$ cat config.mk
export PLATFORM = sky130hd
export DESIGN_NAME = hvsync_decoder
export DESIGN_NICKNAME = d
export VERILOG_FILES = /design/src/rtl/hvsync_decoder_pkg.sv /design/src/rtl/hvsync_decoder_sync_edge_detect.sv /design/src/rtl/hvsync_decoder.sv
export SDC_FILE = /design/constraint.sdc
export NUM_CORES = 1
export LEC_CHECK = 0
export CORE_UTILIZATION = 50
export DETAILED_ROUTE_END_ITERATION = 6
export GPL_ROUTABILITY_DRIVEN = 0
export MAX_ROUTING_LAYER = met4
export PLACE_DENSITY = 0.74
export SLEW_MARGIN = 40
export SYNTH_ARGS = -nofsm -noshare
export SYNTH_HDL_FRONTEND = slang
export SYNTH_SLANG_ARGS = --single-unit
$ cat constraint.sdc
create_clock -name clk -period 3 [get_ports clk]
set_input_delay 0.6 -clock clk [delete_from_list [all_inputs] [get_ports clk]]
set_output_delay 0.6 -clock clk [all_outputs]
set_load 0.01 [all_outputs]
$ cat src/rtl/hvsync_decoder_pkg.sv
// Shared definitions for the VGA sync decoder.
// Holds the nominal 640x480 timing used as the decoder's default mode, the
// counter widths shared by the decoder ports, and the lock FSM state encoding.
package hvsync_decoder_pkg;

    // Nominal horizontal timing (pixel clocks)
    localparam int DEF_H_DISPLAY = 640;
    localparam int DEF_H_FRONT   = 16;
    localparam int DEF_H_SYNC    = 96;
    localparam int DEF_H_BACK    = 48;

    // Nominal vertical timing (lines)
    localparam int DEF_V_DISPLAY = 480;
    localparam int DEF_V_BOTTOM  = 10;
    localparam int DEF_V_SYNC    = 2;
    localparam int DEF_V_TOP     = 33;

    // Cycles from generator hpos==H_SYNC_START until our hpos reload takes effect
    localparam int DEF_SYNC_LAT    = 2;
    // Consecutive good frames needed before declaring lock
    localparam int DEF_LOCK_FRAMES = 2;

    localparam int POS_W  = 10;  // hpos/vpos/frame_lines/line_cnt width
    localparam int PER_W  = 11;  // per_cnt/line_period width

    typedef enum logic [2:0] {
        ST_SEARCH  = 3'd0,  // waiting for any hsync edge
        ST_H_MEAS  = 3'd1,  // measuring one line period
        ST_V_ALIGN = 3'd2,  // line ok, waiting for a vsync edge to start counting
        ST_V_MEAS  = 3'd3,  // counting lines per frame
        ST_LOCKED  = 3'd4   // timing verified, positions trusted
    } state_e;

endpackage

$ cat src/rtl/hvsync_decoder_sync_edge_detect.sv
// Sync edge detector: registers one sync input and flags its rising edge.
// Ports:
//   clk     in  pixel clock
//   reset   in  asynchronous active-high reset
//   sync_i  in  sync level from the generator
//   rise_o  out high in the cycle where sync_i is 1 and was 0 last cycle
module sync_edge_detect (
    input  logic clk,
    input  logic reset,
    input  logic sync_i,
    output logic rise_o
);

    logic sync_q;

    always_ff @(posedge clk or posedge reset) begin
        if (reset) begin
            sync_q <= 1'b0;
        end else begin
            // NOTE: non-blocking so every flop samples pre-edge values.
            sync_q <= sync_i;
        end
    end

    // Combinational so the rise is acted on in the same cycle it arrives.
    assign rise_o = sync_i & ~sync_q;

endmodule

$ cat src/rtl/hvsync_decoder.sv
// VGA sync decoder: recovers beam position from hsync/vsync, measures the line
// period and frame height, and declares lock when they match the configured mode.
// Ports:
//   clk          in   pixel clock
//   reset        in   asynchronous active-high reset, clears all state
//   hsync_in     in   horizontal sync, active-high
//   vsync_in     in   vertical sync, active-high
//   hpos         out  recovered horizontal position
//   vpos         out  recovered vertical position
//   display_on   out  locked and inside the visible area
//   locked       out  timing verified for LOCK_FRAMES frames
//   sync_err     out  one-cycle pulse on a timing violation while locked
//   line_period  out  last hsync-rise to hsync-rise period (cycles)
//   frame_lines  out  last vsync-rise to vsync-rise line count
module hvsync_decoder
    import hvsync_decoder_pkg::*;
#(
    parameter int H_DISPLAY   = DEF_H_DISPLAY,
    parameter int H_FRONT     = DEF_H_FRONT,
    parameter int H_SYNC      = DEF_H_SYNC,
    parameter int H_BACK      = DEF_H_BACK,
    parameter int V_DISPLAY   = DEF_V_DISPLAY,
    parameter int V_BOTTOM    = DEF_V_BOTTOM,
    parameter int V_SYNC      = DEF_V_SYNC,
    parameter int V_TOP       = DEF_V_TOP,
    parameter int SYNC_LAT    = DEF_SYNC_LAT,
    parameter int LOCK_FRAMES = DEF_LOCK_FRAMES
) (
    input  logic             clk,
    input  logic             reset,
    input  logic             hsync_in,
    input  logic             vsync_in,
    output logic [POS_W-1:0] hpos,
    output logic [POS_W-1:0] vpos,
    output logic             display_on,
    output logic             locked,
    output logic             sync_err,
    output logic [PER_W-1:0] line_period,
    output logic [POS_W-1:0] frame_lines
);

    localparam int H_TOTAL      = H_DISPLAY + H_FRONT + H_SYNC + H_BACK;
    localparam int V_TOTAL      = V_DISPLAY + V_BOTTOM + V_SYNC + V_TOP;
    localparam int H_SYNC_START = H_DISPLAY + H_FRONT;
    localparam int V_SYNC_START = V_DISPLAY + V_BOTTOM;

    localparam logic [POS_W-1:0] H_LAST    = POS_W'(H_TOTAL - 1);
    localparam logic [POS_W-1:0] V_LAST    = POS_W'(V_TOTAL - 1);
    localparam logic [POS_W-1:0] H_RELOAD  = POS_W'(H_SYNC_START + SYNC_LAT);
    localparam logic [POS_W-1:0] V_RELOAD  = POS_W'(V_SYNC_START);
    localparam logic [POS_W-1:0] H_VIS     = POS_W'(H_DISPLAY);
    localparam logic [POS_W-1:0] V_VIS     = POS_W'(V_DISPLAY);
    localparam logic [POS_W-1:0] V_GOOD    = POS_W'(V_TOTAL);
    localparam logic [PER_W:0]   H_GOOD    = (PER_W+1)'(H_TOTAL);
    localparam logic [PER_W-1:0] H_LOST    = PER_W'(2 * H_TOTAL);
    localparam logic [1:0]       LOCK_LAST = 2'(LOCK_FRAMES - 1);

    logic             hs_rise, vs_rise;
    logic [POS_W-1:0] hpos_q, hpos_d, vpos_q, vpos_d;
    logic [PER_W-1:0] per_cnt_q, per_cnt_d, line_period_q, line_period_d;
    logic [POS_W-1:0] line_cnt_q, line_cnt_d, frame_lines_q, frame_lines_d;
    logic [PER_W:0]   per_sum;
    logic             hgood, vgood, h_fail;
    state_e           state_q, state_d;
    logic [1:0]       good_cnt_q, good_cnt_d;
    logic             sync_err_q, sync_err_d;

    sync_edge_detect u_hs_edge (
        .clk    (clk),
        .reset  (reset),
        .sync_i (hsync_in),
        .rise_o (hs_rise)
    );

    sync_edge_detect u_vs_edge (
        .clk    (clk),
        .reset  (reset),
        .sync_i (vsync_in),
        .rise_o (vs_rise)
    );

    // Beam position: free-running raster counters, snapped to the sync edges.
    always_comb begin
        // NOTE: defaults first so no path leaves a variable unassigned (no latches).
        hpos_d = hpos_q + 1'b1;
        vpos_d = vpos_q;
        if (hpos_q >= H_LAST) begin
            hpos_d = '0;
            vpos_d = (vpos_q >= V_LAST) ? '0 : vpos_q + 1'b1;
        end
        if (hs_rise) hpos_d = H_RELOAD;
        if (vs_rise) vpos_d = V_RELOAD;
    end

    // Measurement: one extra bit on the period sum so a saturated count
    // cannot wrap to a small value and look like a valid line.
    assign per_sum = {1'b0, per_cnt_q} + 1'b1;
    assign hgood   = (per_sum == H_GOOD);
    assign vgood   = (line_cnt_q == V_GOOD);
    assign h_fail  = (hs_rise & ~hgood) | (per_cnt_q == H_LOST);

    always_comb begin
        per_cnt_d     = per_cnt_q;
        line_period_d = line_period_q;
        line_cnt_d    = line_cnt_q;
        frame_lines_d = frame_lines_q;
        if (hs_rise) begin
            per_cnt_d     = '0;
            line_period_d = per_sum[PER_W] ? '1 : per_sum[PER_W-1:0];
        end else if (per_cnt_q != '1) begin
            per_cnt_d = per_cnt_q + 1'b1;
        end
        if (vs_rise) begin
            frame_lines_d = line_cnt_q;
            line_cnt_d    = '0;
        end else if (hs_rise && line_cnt_q != '1) begin
            line_cnt_d = line_cnt_q + 1'b1;
        end
    end

    // Lock FSM. A bad line or lost hsync always drops back to SEARCH; only a
    // drop out of LOCKED is reported as sync_err.
    always_comb begin
        state_d    = state_q;
        good_cnt_d = good_cnt_q;
        sync_err_d = 1'b0;
        case (state_q)
            ST_SEARCH: begin
                if (hs_rise) state_d = ST_H_MEAS;
            end
            ST_H_MEAS: begin
                if (hs_rise && hgood) state_d = ST_V_ALIGN;
            end
            ST_V_ALIGN: begin
                if (h_fail) begin
                    state_d = ST_SEARCH;
                end else if (vs_rise) begin
                    // The partial frame before this edge is never judged.
                    state_d    = ST_V_MEAS;
                    good_cnt_d = '0;
                end
            end
            ST_V_MEAS: begin
                if (h_fail) begin
                    state_d = ST_SEARCH;
                end else if (vs_rise) begin
                    if (!vgood) begin
                        state_d    = ST_V_ALIGN;
                        good_cnt_d = '0;
                    end else if (good_cnt_q == LOCK_LAST) begin
                        state_d = ST_LOCKED;
                    end else begin
                        good_cnt_d = good_cnt_q + 1'b1;
                    end
                end
            end
            ST_LOCKED: begin
                if (h_fail || (vs_rise && !vgood)) begin
                    state_d    = ST_SEARCH;
                    sync_err_d = 1'b1;
                end
            end
            default: state_d = ST_SEARCH;
        endcase
    end

    always_ff @(posedge clk or posedge reset) begin
        if (reset) begin
            hpos_q        <= '0;
            vpos_q        <= '0;
            per_cnt_q     <= '0;
            line_period_q <= '0;
            line_cnt_q    <= '0;
            frame_lines_q <= '0;
            state_q       <= ST_SEARCH;
            good_cnt_q    <= '0;
            sync_err_q    <= 1'b0;
        end else begin
            hpos_q        <= hpos_d;
            vpos_q        <= vpos_d;
            per_cnt_q     <= per_cnt_d;
            line_period_q <= line_period_d;
            line_cnt_q    <= line_cnt_d;
            frame_lines_q <= frame_lines_d;
            state_q       <= state_d;
            good_cnt_q    <= good_cnt_d;
            sync_err_q    <= sync_err_d;
        end
    end

    assign hpos        = hpos_q;
    assign vpos        = vpos_q;
    assign locked      = (state_q == ST_LOCKED);
    assign display_on  = locked && (hpos_q < H_VIS) && (vpos_q < V_VIS);
    assign sync_err    = sync_err_q;
    assign line_period = line_period_q;
    assign frame_lines = frame_lines_q;

endmodule

==> impl_results.md <==
* Crit path launch type: flip-flop
* Asr flop ratio synth at 1.00
* I/O Buffers at 47
* Reg2reg start: per_cnt_q[0]
* Post-Synthesis Cells at between 300 and 400
* WP buf/inv at 1
* Synth cell count leaders: dfrtp_1 (70), nand2_1 (52), nor2_1 (38)
* Max-slew violations at 0
* Violation count after the first detailed-route iteration at 200
* Worst slack, placed at 0.540 ns
* Dpl hpwl at roughly 5100 um
* WL final at between 7000 and 8000 um
* Area leader, netlist: dfrtp_1
* Maximum Capacitance Violations at 0
* GR Util All Layers at 0.226
* Fin worst setup slack at about 0.22 ns
* Final period util at 0.926
* Fmax at approximately 360 MHz
* Worst min-delay path class: input port to async pin
* FP Rows at 30
* Post-synthesis cell type count at 63
* Final Hold Viols at 0
* Clock Skew at roughly 0.005 ns
* Die height at about 88 um
* First-pass detailed-route iteration total at 4
* Sw Share at 0.282
* Final setup vio count at 0
* Initial antenna violation count at 0
* First-pass GRT wire length at between 10000 and 15000 um
* Clk slew on worst S/H paths at 0.07 ns
* Post-CTS Setup Repair Bufs at 0
* Clk sinks at 70
* Final instance area at between 4000 and 5000 um^2
* Top_reg_cell synth: dfrtp_1
* Reg2Reg Setup Slack at roughly 0.85 ns
* Syn-to-layout area delta at 19.3%
* Pint at 0.00167 W
* Vias in the first global route at 2788
* Post-Layout Cell Count at between 500 and 600
* P_sw at 0.000655 W
* Slew headroom at 0.555
* Least-Margin Pin Slew at around 0.66 ns
* Mapped Area at 3670 um^2
* Clk buf depth at 2
* Logic pwr share at 0.176
* Post-synth EDFFs at 0
* Setup TNS at 0 ns
* RSZ-0062 raised after global routing: no
* Placed insts at 513
* Slowest stage delay, CP at approximately 0.57 ns
* Status: complete, no violations
* Worst path slowest cell: nor3b_1
* Number of cells on the worst reg-to-reg path at 6
* Power per cell area at 531 nW/um^2
* Synth top area cells: dfrtp_1 (48%), nand2_1 (5.3%), nor2_1 (3.9%)
* Share of cells above drive strength 1 at 0.0878
* WL met1 at 3700 um
* Clk root buf: clkbuf_8
* Nets at between 400 and 500
* Global route total overflow at 0
* Synth top area share at 0.477
* DRT antenna net count at 0
* Die area at roughly 7700 um^2
* Mapped Nets at 396
* Die W at slightly below 90 um
* Ys Warns at 0
* Initial Utilization at 0.528
* Core area at 6940 um^2
* Top-level port count at between 40 and 50
* Num CTS Buffers at 9
* Clk_lat worst skew at approximately 0.35 ns
* Placed cell area at 4180 um^2
* Via/cell ratio at 5.57
* Antenna Diode Count at 0
* Tmin final at 2.78 ns
* Leakage Power at 1.87 nW
* Setup CP Type: flip-flop to output pin
* Routed wl met2 at about 3500 um
* CP delay by family, top: simple AND/OR/NAND/NOR gates
* Worst Path Arrival at roughly 2.2 ns
* CTS tree: yes
* Met3 wire len at roughly 360 um
* Avg WL per Cell at 14.5 um
* Peak VDD IR at between 300 and 400 uV
* DR top layer: met4
* Sequential share of the synthesized area at 0.477
* Overall power at 0.00232 W
* Clk pwr share at 0.333
* Cts hold-fix bufs at 0
* Residual DRC count at 0
* CP Cell Sequence: nor3b_1 > and4b_1 > clkdlybuf4s50_1
* Crit Path Max Fanout at 7
* Yosys reg bits at 70
* DR vias at 2945
* Part of the power in registers at 0.491
* Crit. End Element: output pin
* Critical path required time at between 2 and 2.5 ns
* Most frequent cell after synthesis: dfrtp_1
* Pin count of the biggest net entering global routing at ~70
* Number of H-tree levels at 3
* Resize count post-CTS at 0
* Syn avg cell area at roughly 9.6 um^2
* Reg2reg end: good_cnt_q[0]
metal layers:
metal	global-route usage	vias up
met1	0.306	1414
met4	0.106	0
met5	-	-
met3	0.0358	5
li1	-	1450
met2	0.335	76
area by class of cell:
class / count / area [um^2]
clock buffer: 13 / 159
clock inverter: 3 / 42.5
fill: 590 / 2570
inverter: 10 / 37.5
multi-input combinational: 285 / 1750
sequential: 70 / 1750
tap: 96 / 120
timing repair buffer: 52 / 520
logic make-up (layout without fill, tap and decap cells):
| kind of cell | after synthesis | count (layout) | share of synthesized area |
|---|---|---|---|
| flip-flops | 70 | 70 | 0.477 |
| XOR/XNOR | 23 | 23 | 0.0549 |
| multiplexers | 3 | 3 | 0.00819 |
| buffers and inverters | 29 | 78 | 0.0467 |
| AO/OA/AOI/OAI | 83 | 83 | 0.146 |
| adder cells (fa/ha/maj) | 8 | 8 | 0.0273 |
| AND/OR/NAND/NOR | 168 | 168 | 0.239 |
flip-flops by register name, indices dropped and copies added (netlist names):
register,flops
hpos,10
line_period,11
line_cnt_q,10
good_cnt_q,2
state_q,3
u_vs_edge.sync_q,1
sync_err,1
frame_lines,10
per_cnt_q,11
u_hs_edge.sync_q,1
vpos,10
cell usage in the layout (no fill, tap or decap), types with 3 or more instances in the layout:
master,count
nand4_1,9
a21oi_1,27
nand3_1,14
clkbuf_8,11
buf_4,4
o31ai_1,3
dfrtp_1,70
xnor2_1,10
inv_1,9
nor2_1,38
o21ai_0,20
ha_1,8
nand2b_1,7
clkdlybuf4s50_1,47
o41ai_1,3
xor2_1,13
a31oi_1,6
mux2i_1,3
nor3_1,6
nand2_1,52
nor3b_1,6
nor4_1,3
and3_1,7
power groups by stage:
stage,Clock (W),Combinational [W],Sequential [W]
final,0.000775,0.000409,0.00114
after global routing,0.000835,0.000462,0.00115
after CTS,0.000791,0.000413,0.00114
after detailed placement,0,0.000409,0.00116
after global placement,0,0.000401,0.00115
after floorplan,0,0.000244,0.00115
metrics by stage:
step / util / hold slack (ns)
floorplan: - / 0.460
global placement: 0.601 / 0.462
detailed placement: 0.601 / 0.463
CTS: 0.630 / 0.417
global route: 0.630 / 0.432
finish: 0.630 / 0.434
how the worst max path moves through the flow:
stage,start,to,slack (ns),depth (start not counted)
after floorplan,reset,frame_lines[0],0.63,1
after global routing,state_q[1],display_on,0.14,3
after CTS,state_q[1],display_on,0.28,3
final,state_q[1],display_on,0.22,3
after detailed placement,hsync_in,line_cnt_q[7],0.54,6
after global placement,hsync_in,line_cnt_q[7],0.61,6
No activity file was read; power rests on OpenSTA's default activity.
